===== src/rtl/button_debounce_multi.sv =====
// button_debounce_multi: N-channel button synchroniser, debouncer and press/release/long/repeat pulse generator
module button_debounce_multi #(
  parameter int unsigned      N_CH            = 4,
  parameter int unsigned      DEBOUNCE_CYCLES = 1_000_000,
  parameter int unsigned      HOLD_CYCLES     = 50_000_000,
  parameter int unsigned      REPEAT_CYCLES   = 10_000_000,
  parameter bit               REPEAT_EN       = 1'b1,
  parameter logic [N_CH-1:0]  ACTIVE_LOW      = '0
) (
  input  logic            clk,
  input  logic            rst_n,
  input  logic [N_CH-1:0] btn_raw,
  output logic [N_CH-1:0] btn_level,
  output logic [N_CH-1:0] btn_press,
  output logic [N_CH-1:0] btn_rel,
  output logic [N_CH-1:0] btn_long,
  output logic [N_CH-1:0] btn_rpt
);
  localparam int unsigned DW   = $clog2(DEBOUNCE_CYCLES + 1);
  localparam int unsigned HMAX = (HOLD_CYCLES > REPEAT_CYCLES) ? HOLD_CYCLES : REPEAT_CYCLES;
  localparam int unsigned HW   = $clog2(HMAX + 1);
  localparam logic [DW-1:0] D_TC = DW'(DEBOUNCE_CYCLES - 1);
  localparam logic [HW-1:0] H_TC = HW'(HOLD_CYCLES - 1);
  localparam logic [HW-1:0] R_TC = HW'(REPEAT_CYCLES - 1);

  typedef enum logic [1:0] {IDLE, PRESSED, HELD} state_t;

  logic [N_CH-1:0] sync1_q, sync2_q;

  // two-flop synchroniser with per-channel polarity correction ahead of it
  always_ff @(posedge clk or negedge rst_n) begin
    if (!rst_n) begin
      sync1_q <= '0;
      sync2_q <= '0;
    end else begin
      sync1_q <= btn_raw ^ ACTIVE_LOW;
      sync2_q <= sync1_q;
    end
  end

  for (genvar g = 0; g < N_CH; g++) begin : g_ch
    logic [DW-1:0] dcnt_q, dcnt_d;
    logic [HW-1:0] hcnt_q, hcnt_d;
    state_t        st_q, st_d;
    logic          level_q, level_d, press_q, rel_q, long_q, long_d, rpt_q, rpt_d;
    logic          rise, fall;

    // debounce: level flips only after DEBOUNCE_CYCLES consecutive disagreeing samples
    always_comb begin
      level_d = level_q;
      dcnt_d  = '0;
      if (sync2_q[g] != level_q) begin
        if (dcnt_q == D_TC) level_d = ~level_q;
        else                dcnt_d  = dcnt_q + 1'b1;
      end
    end

    assign rise = level_d & ~level_q;
    assign fall = ~level_d & level_q;

    // hold/repeat FSM; a release wins over a terminal count landing in the same cycle
    always_comb begin
      st_d   = st_q;
      hcnt_d = hcnt_q;
      long_d = 1'b0;
      rpt_d  = 1'b0;
      if (fall) begin
        st_d   = IDLE;
        hcnt_d = '0;
      end else begin
        case (st_q)
          IDLE: if (rise) begin
            st_d   = PRESSED;
            hcnt_d = '0;
          end
          PRESSED: if (hcnt_q == H_TC) begin
            long_d = 1'b1;
            st_d   = HELD;
            hcnt_d = '0;
          end else hcnt_d = hcnt_q + 1'b1;
          HELD: if (!REPEAT_EN) hcnt_d = '0;
          else if (hcnt_q == R_TC) begin
            rpt_d  = 1'b1;
            hcnt_d = '0;
          end else hcnt_d = hcnt_q + 1'b1;
          default: begin
            st_d   = IDLE;
            hcnt_d = '0;
          end
        endcase
      end
    end

    // per-channel state, counters and registered pulse outputs
    always_ff @(posedge clk or negedge rst_n) begin
      if (!rst_n) begin
        dcnt_q  <= '0;
        hcnt_q  <= '0;
        st_q    <= IDLE;
        level_q <= 1'b0;
        press_q <= 1'b0;
        rel_q   <= 1'b0;
        long_q  <= 1'b0;
        rpt_q   <= 1'b0;
      end else begin
        dcnt_q  <= dcnt_d;
        hcnt_q  <= hcnt_d;
        st_q    <= st_d;
        level_q <= level_d;
        press_q <= rise;
        rel_q   <= fall;
        long_q  <= long_d;
        rpt_q   <= rpt_d;
      end
    end

    assign btn_level[g] = level_q;
    assign btn_press[g] = press_q;
    assign btn_rel[g]   = rel_q;
    assign btn_long[g]  = long_q;
    assign btn_rpt[g]   = rpt_q;
  end
endmodule


===== config.mk =====
export PLATFORM = sky130hd
export DESIGN_NAME = button_debounce_multi
export DESIGN_NICKNAME = d
export VERILOG_FILES = /design/src/rtl/button_debounce_multi.sv
export SDC_FILE = /design/constraint.sdc
export NUM_CORES = 1
export LEC_CHECK = 0
export CAP_MARGIN = 20
export CORE_ASPECT_RATIO = 1.4
export CORE_MARGIN = 3
export CORE_UTILIZATION = 35
export CTS_CLUSTER_SIZE = 20
export DETAILED_ROUTE_END_ITERATION = 6
export GPL_TIMING_DRIVEN = 0
export HOLD_SLACK_MARGIN = 0.05
export RECOVER_POWER = 100
export SYNTH_ARGS = -nofsm -noshare
export SYNTH_HDL_FRONTEND = slang
export SYNTH_SLANG_ARGS = --single-unit

===== constraint.sdc =====
create_clock -name clk -period 8.3 [get_ports clk]
set_clock_uncertainty 0.2 [all_clocks]
set_input_delay 1.66 -clock clk [delete_from_list [all_inputs] [get_ports clk]]
set_output_delay 1.66 -clock clk [all_outputs]
set_load 0.02 [all_outputs]

### Word-level counts from Yosys, hierarchy flattened

Index checks and enable logic that the tools add are counted.

* register bits after elaboration: 220
* input bits: 6

* eq/ne operators: 36
* bitwise gates (word level): 16
* $add $sub $neg: 8
* muxes and demuxes: 76
* reductions and logical operators: 8

Operators by type and width (count)
* $mux W26: 16
* $pmux W26 S3: 4
* $mux W20: 8
* $add A26 B1 Y26 const B: 4
* $eq A26 B24 Y1 const B: 4
* $eq A26 B26 Y1 const B: 4
* $add A20 B1 Y20 const B: 4
* $eq A20 B20 Y1 const B: 4
* $mux W1: 32
* $mux W2: 12
* $ne A3 B3 Y1 const B: 8
* $pmux W2 S3: 4
* $reduce_and A3 Y1: 4
* $and A1 B1 Y1: 8
* $eq A2 B1 Y1 const B: 4
* $eq A2 B2 Y1 const B: 4
* $logic_not A2 Y1: 4
* $ne A2 B2 Y1 const B: 4
* $not A1 Y1: 8
* $ne A1 B1 Y1: 4

### Logic depth before layout (Yosys ltp)

* depth in word-level cells: 7
* gate-level depth with buffers: 16
* mapped depth without buffers: 12

### Worst setup path after synthesis

OpenSTA, ideal clock, no wires.

* path type: register to register
* start: register g_ch[2].dcnt_q[2]
* end: register g_ch[2].hcnt_q[12]
* slack: 4837 ps
* stages on the path, launching flop included: 16
* library setup time: 82 ps
* arrival time: 3181 ps
* cell sequence: dfrtp_1 -> and4_1 -> nand2_1 -> nor4_1 -> mux2i_1 -> inv_1 -> ha_1 -> and2_1 -> clkbuf_1 -> nor2_1 -> nand2_1 -> a21oi_1 -> buf_2 -> buf_6 -> nand2_1 -> a31oi_1

* cells in the longest elaborated chain, start to end: 6

RTL lines
* from (decl): line 42 `logic [DW-1:0] dcnt_q, dcnt_d;`
* from (signal assigned): line 106 `dcnt_q <= dcnt_d;`
* $eq A20 B20 Y1 *: line 53 `if (dcnt_q == D_TC) level_d = ~level_q;`
* $mux W1 *: line 53
* $mux W1 *: line 52 `if (sync2_q[g] != level_q) begin`
* via g_ch[2].level_d: line 45 `logic level_q, level_d, press_q, rel_q, long_q, long_d, rpt_q, rpt_d;`
* $not A1 Y1: line 59 `assign fall = ~level_d & level_q;`
* $and A1 B1 Y1: line 59
* $ne A3 B3 Y1 (no source line) / $mux W26 (equally long branches)
* to (signal assigned): line 107 `hcnt_q <= hcnt_d;`
* to (decl): line 43 `logic [HW-1:0] hcnt_q, hcnt_d;`

The timed path passes the listed nets; every way through them passes the cells marked *.
A chain may end at the register's enable or synchronous reset.

### Worst setup path after layout

* start: register g_ch[1].dcnt_q[0]
* end: register g_ch[1].hcnt_q[5]

* cells in the longest elaborated chain, start to end: 6

RTL lines (line)
* from (decl): 42
* from (signal assigned): 106
* $eq A20 B20 Y1 *: 53
* $mux W1 *: 53
* $mux W1 *: 52
* via g_ch[1].level_d: 45
* $not A1 Y1: 59
* $and A1 B1 Y1: 59
* $ne A3 B3 Y1 (no source line) / $mux W26 (equally long branches)
* to (signal assigned): 107
* to (decl): 43

Marks and branches as above.

==> metrics.txt <==
status=complete, but fails checks; failing checks=max-capacitance violations, max-slew violations; Syn Area/Cell=9.38 sq um; Fin. Hold Viols=0; Via density=5.35; Top FF cell, synth=dfrtp_1; Seq cells post-synth=220; CTS sink count=220; FF/Latch Area=5510 sq um; top cell type by total area after synthesis=dfrtp_1; Pre-antenna DRT Iters=5; most frequent cells in the layout=dfrtp_1, nor2_1, nand2_1; commonest non-fill, non-tap cell in the layout=dfrtp_1; Die Wd=161 um; fill count=3294; diode count=0; Req. time, crit path=8530 ps; DR WL/cell=15.1 um; max-cap viol count=1; CTS Hold Bufs=0; final core utilization=40.6%; CP max FO=10; maximum root-to-sink buffer count=3; FFs w/ async S/R, synth=100%; setup violators final=0; largest net degree at the start of global routing=121; die area=36000 sq um; Post-synth EDFFs=0; Final Cycle Share=60.5%; CP Capture Type=register; Pins Over Slew Limit=121; Boundary Pins=26; Die H=223 um; CTS buffer count=24; Tightest Hold Check Type=register to register; core area=32800 sq um; Worst EP arrival=5260 ps; HPWL after DPL=18.1 mm; worst slew pin tran=2860 ps; PortBufs=25; initial core utilization=36.0%; worst setup margin=3280 ps; vias=9433; CTS Root Cell=clkbuf_16; r2r setup slk=3280 ps; syn_nets=1300; Layout Nets=1352; number of distinct library cells after synthesis=65; area occupied by multi-input gates=5760 sq um; H-Tree Depth=1; Power Dens Cells=162 nW/um^2; Rows=78; crit path time final=5020 ps; final antenna-violating net count=0; post-CTS setup buffers=0; unrepaired setup endpoints after global routing=false; drt drc=0; DRT iter0 DRCs=608; Rel. slew slack=-90.9%; Post-Syn Instances=1258; crit start category=register; Placer Congestion=0.832; wire length of the first global-routing pass=45.4 mm; Clock Latency Late Sink=530 ps; Synth top area share=46.7%; Max Freq=0.199 GHz; clock transition at the registers of the reported paths=60 ps; peak supply drop=117 uV; synth-to-layout area growth=12.8%; Seq/Total Area, Yosys=46.7%; DRT Wirelength=26.7 mm; YS warnings=0; dpl ws=3880 ps; initial antenna violation count=0; Cell Area, Synth=11800 sq um; GRT Overall Usage=14.8%; CP Class=register to register; vias in the first global route=9426; CTS tree=done; Pleak=5.54 nW; top post-synthesis cells by area=dfrtp_1, nand3_1, nor2_1, ha_1, nand2_1; GRT overflow=0; share of cells above drive strength 1=6.12%; Post-CTS Resized=0
[routing by layer]
| metal | vias to the layer above | GRT usage (%) | share of wire [%] |
|---|---|---|---|
| met4 | 0 | 5.86 | 2.6 |
| met1 | 4576 | 18.1 | 43 |
| met5 | - | 0 | 0 |
| met3 | 49 | 1.95 | 3.4 |
| li1 | 4643 | - | - |
| met2 | 165 | 26.2 | 51 |
[flip-flops by register name, summed over array words and instances (netlist names)]
name,flops
g_ch.hcnt_q,104
g_ch.dcnt_q,80
g_ch.st_q,8
g_ch.level_q,4
g_ch.long_q,4
g_ch.press_q,4
g_ch.rel_q,4
g_ch.rpt_q,4
sync1_q,4
sync2_q,4
[cells in the mapped netlist (20+ instances only)]
master,number
and3_1,37
nor3_1,26
clkbuf_1,24
nand2_1,118
nand4_1,42
nor4_1,20
nor2_1,130
inv_1,43
a31oi_1,48
xnor2_1,35
ha_1,36
dfrtp_1,220
buf_4,22
o21ai_0,39
nand3_1,108
a21oi_1,50
xor2_1,39
[report_power, final]
group	internal, W	leakage, nW	switching (W)
clock network	0.000606	0.382	0.000426
logic	0.00000849	2.12	0.0000311
registers	0.00108	3.05	0.00000552
total	0.00169	5.54	0.000463
[logic make-up after synthesis]
family / count (synthesis) / share of synthesized area, %
muxes: 9 / 0.764
buffers and inverters: 105 / 4.30
xor gates and xnor gates: 74 / 5.50
adders and majority gates: 36 / 3.82
AOI/OAI and AO/OA: 221 / 12.8
and+or+nand+nor: 593 / 26.1
DFF: 220 / 46.7
[final cells by class]
| type | instances | share of cell area [%] |
|---|---|---|
| inverters | 43 | 1.21 |
| flip-flops and latches | 220 | 41.4 |
| plain buffers | 62 | 2.34 |
| clock buffers | 35 | 5.51 |
| multi-input cells | 933 | 43.3 |
| clock inverters | 5 | 0.188 |
| well taps | 440 | 4.14 |
| repair buffers | 26 | 1.96 |
[path summary, 6_finish.rpt]
| kind | startpoint | endpoint | depth (start not counted) |
|---|---|---|---|
| max in group asynchronous | rst_n | g_ch[0].dcnt_q[6] | 2 |
| setup reg to reg | g_ch[1].dcnt_q[0] | g_ch[1].hcnt_q[5] | 15 |
| min in group asynchronous | rst_n | g_ch[2].hcnt_q[0] | 1 |
| hold reg to reg | sync1_q[2] | sync2_q[2] | 0 |
| hold / removal | sync1_q[2] | sync2_q[2] | 0 |
| setup / recovery | g_ch[1].dcnt_q[0] | g_ch[1].hcnt_q[5] | 15 |
[critical path, cell delays in order (launching register included)]
cell and delay (ps):
dfrtp_1 400, ha_1 200, and3_1 190, and3_1 160, clkbuf_1 240, nand4_1 250
mux2i_1 260, inv_1 80, ha_1 280, and2_0 140, clkbuf_1 220, a211oi_1 990
clkbuf_1 500, clkbuf_1 510, a21oi_1 150, a21oi_1 160
[metrics by stage]
step | std cells | hold WS, ps | power, W | setup TNS, ps | area (sq um)
floorplan | 1258 | 131 | 0.00112 | 0 | 11800
global placement | 1723 | 133 | 0.00115 | -941360 | 12600
detailed placement | 1724 | 144 | 0.00115 | 0 | 12600
CTS | 1764 | 158 | 0.00220 | 0 | 13400
global route | 1764 | 166 | 0.00225 | 0 | 13300
finish | 1764 | 154 | 0.00216 | 0 | 13300
(Power assumes the default switching activity.)
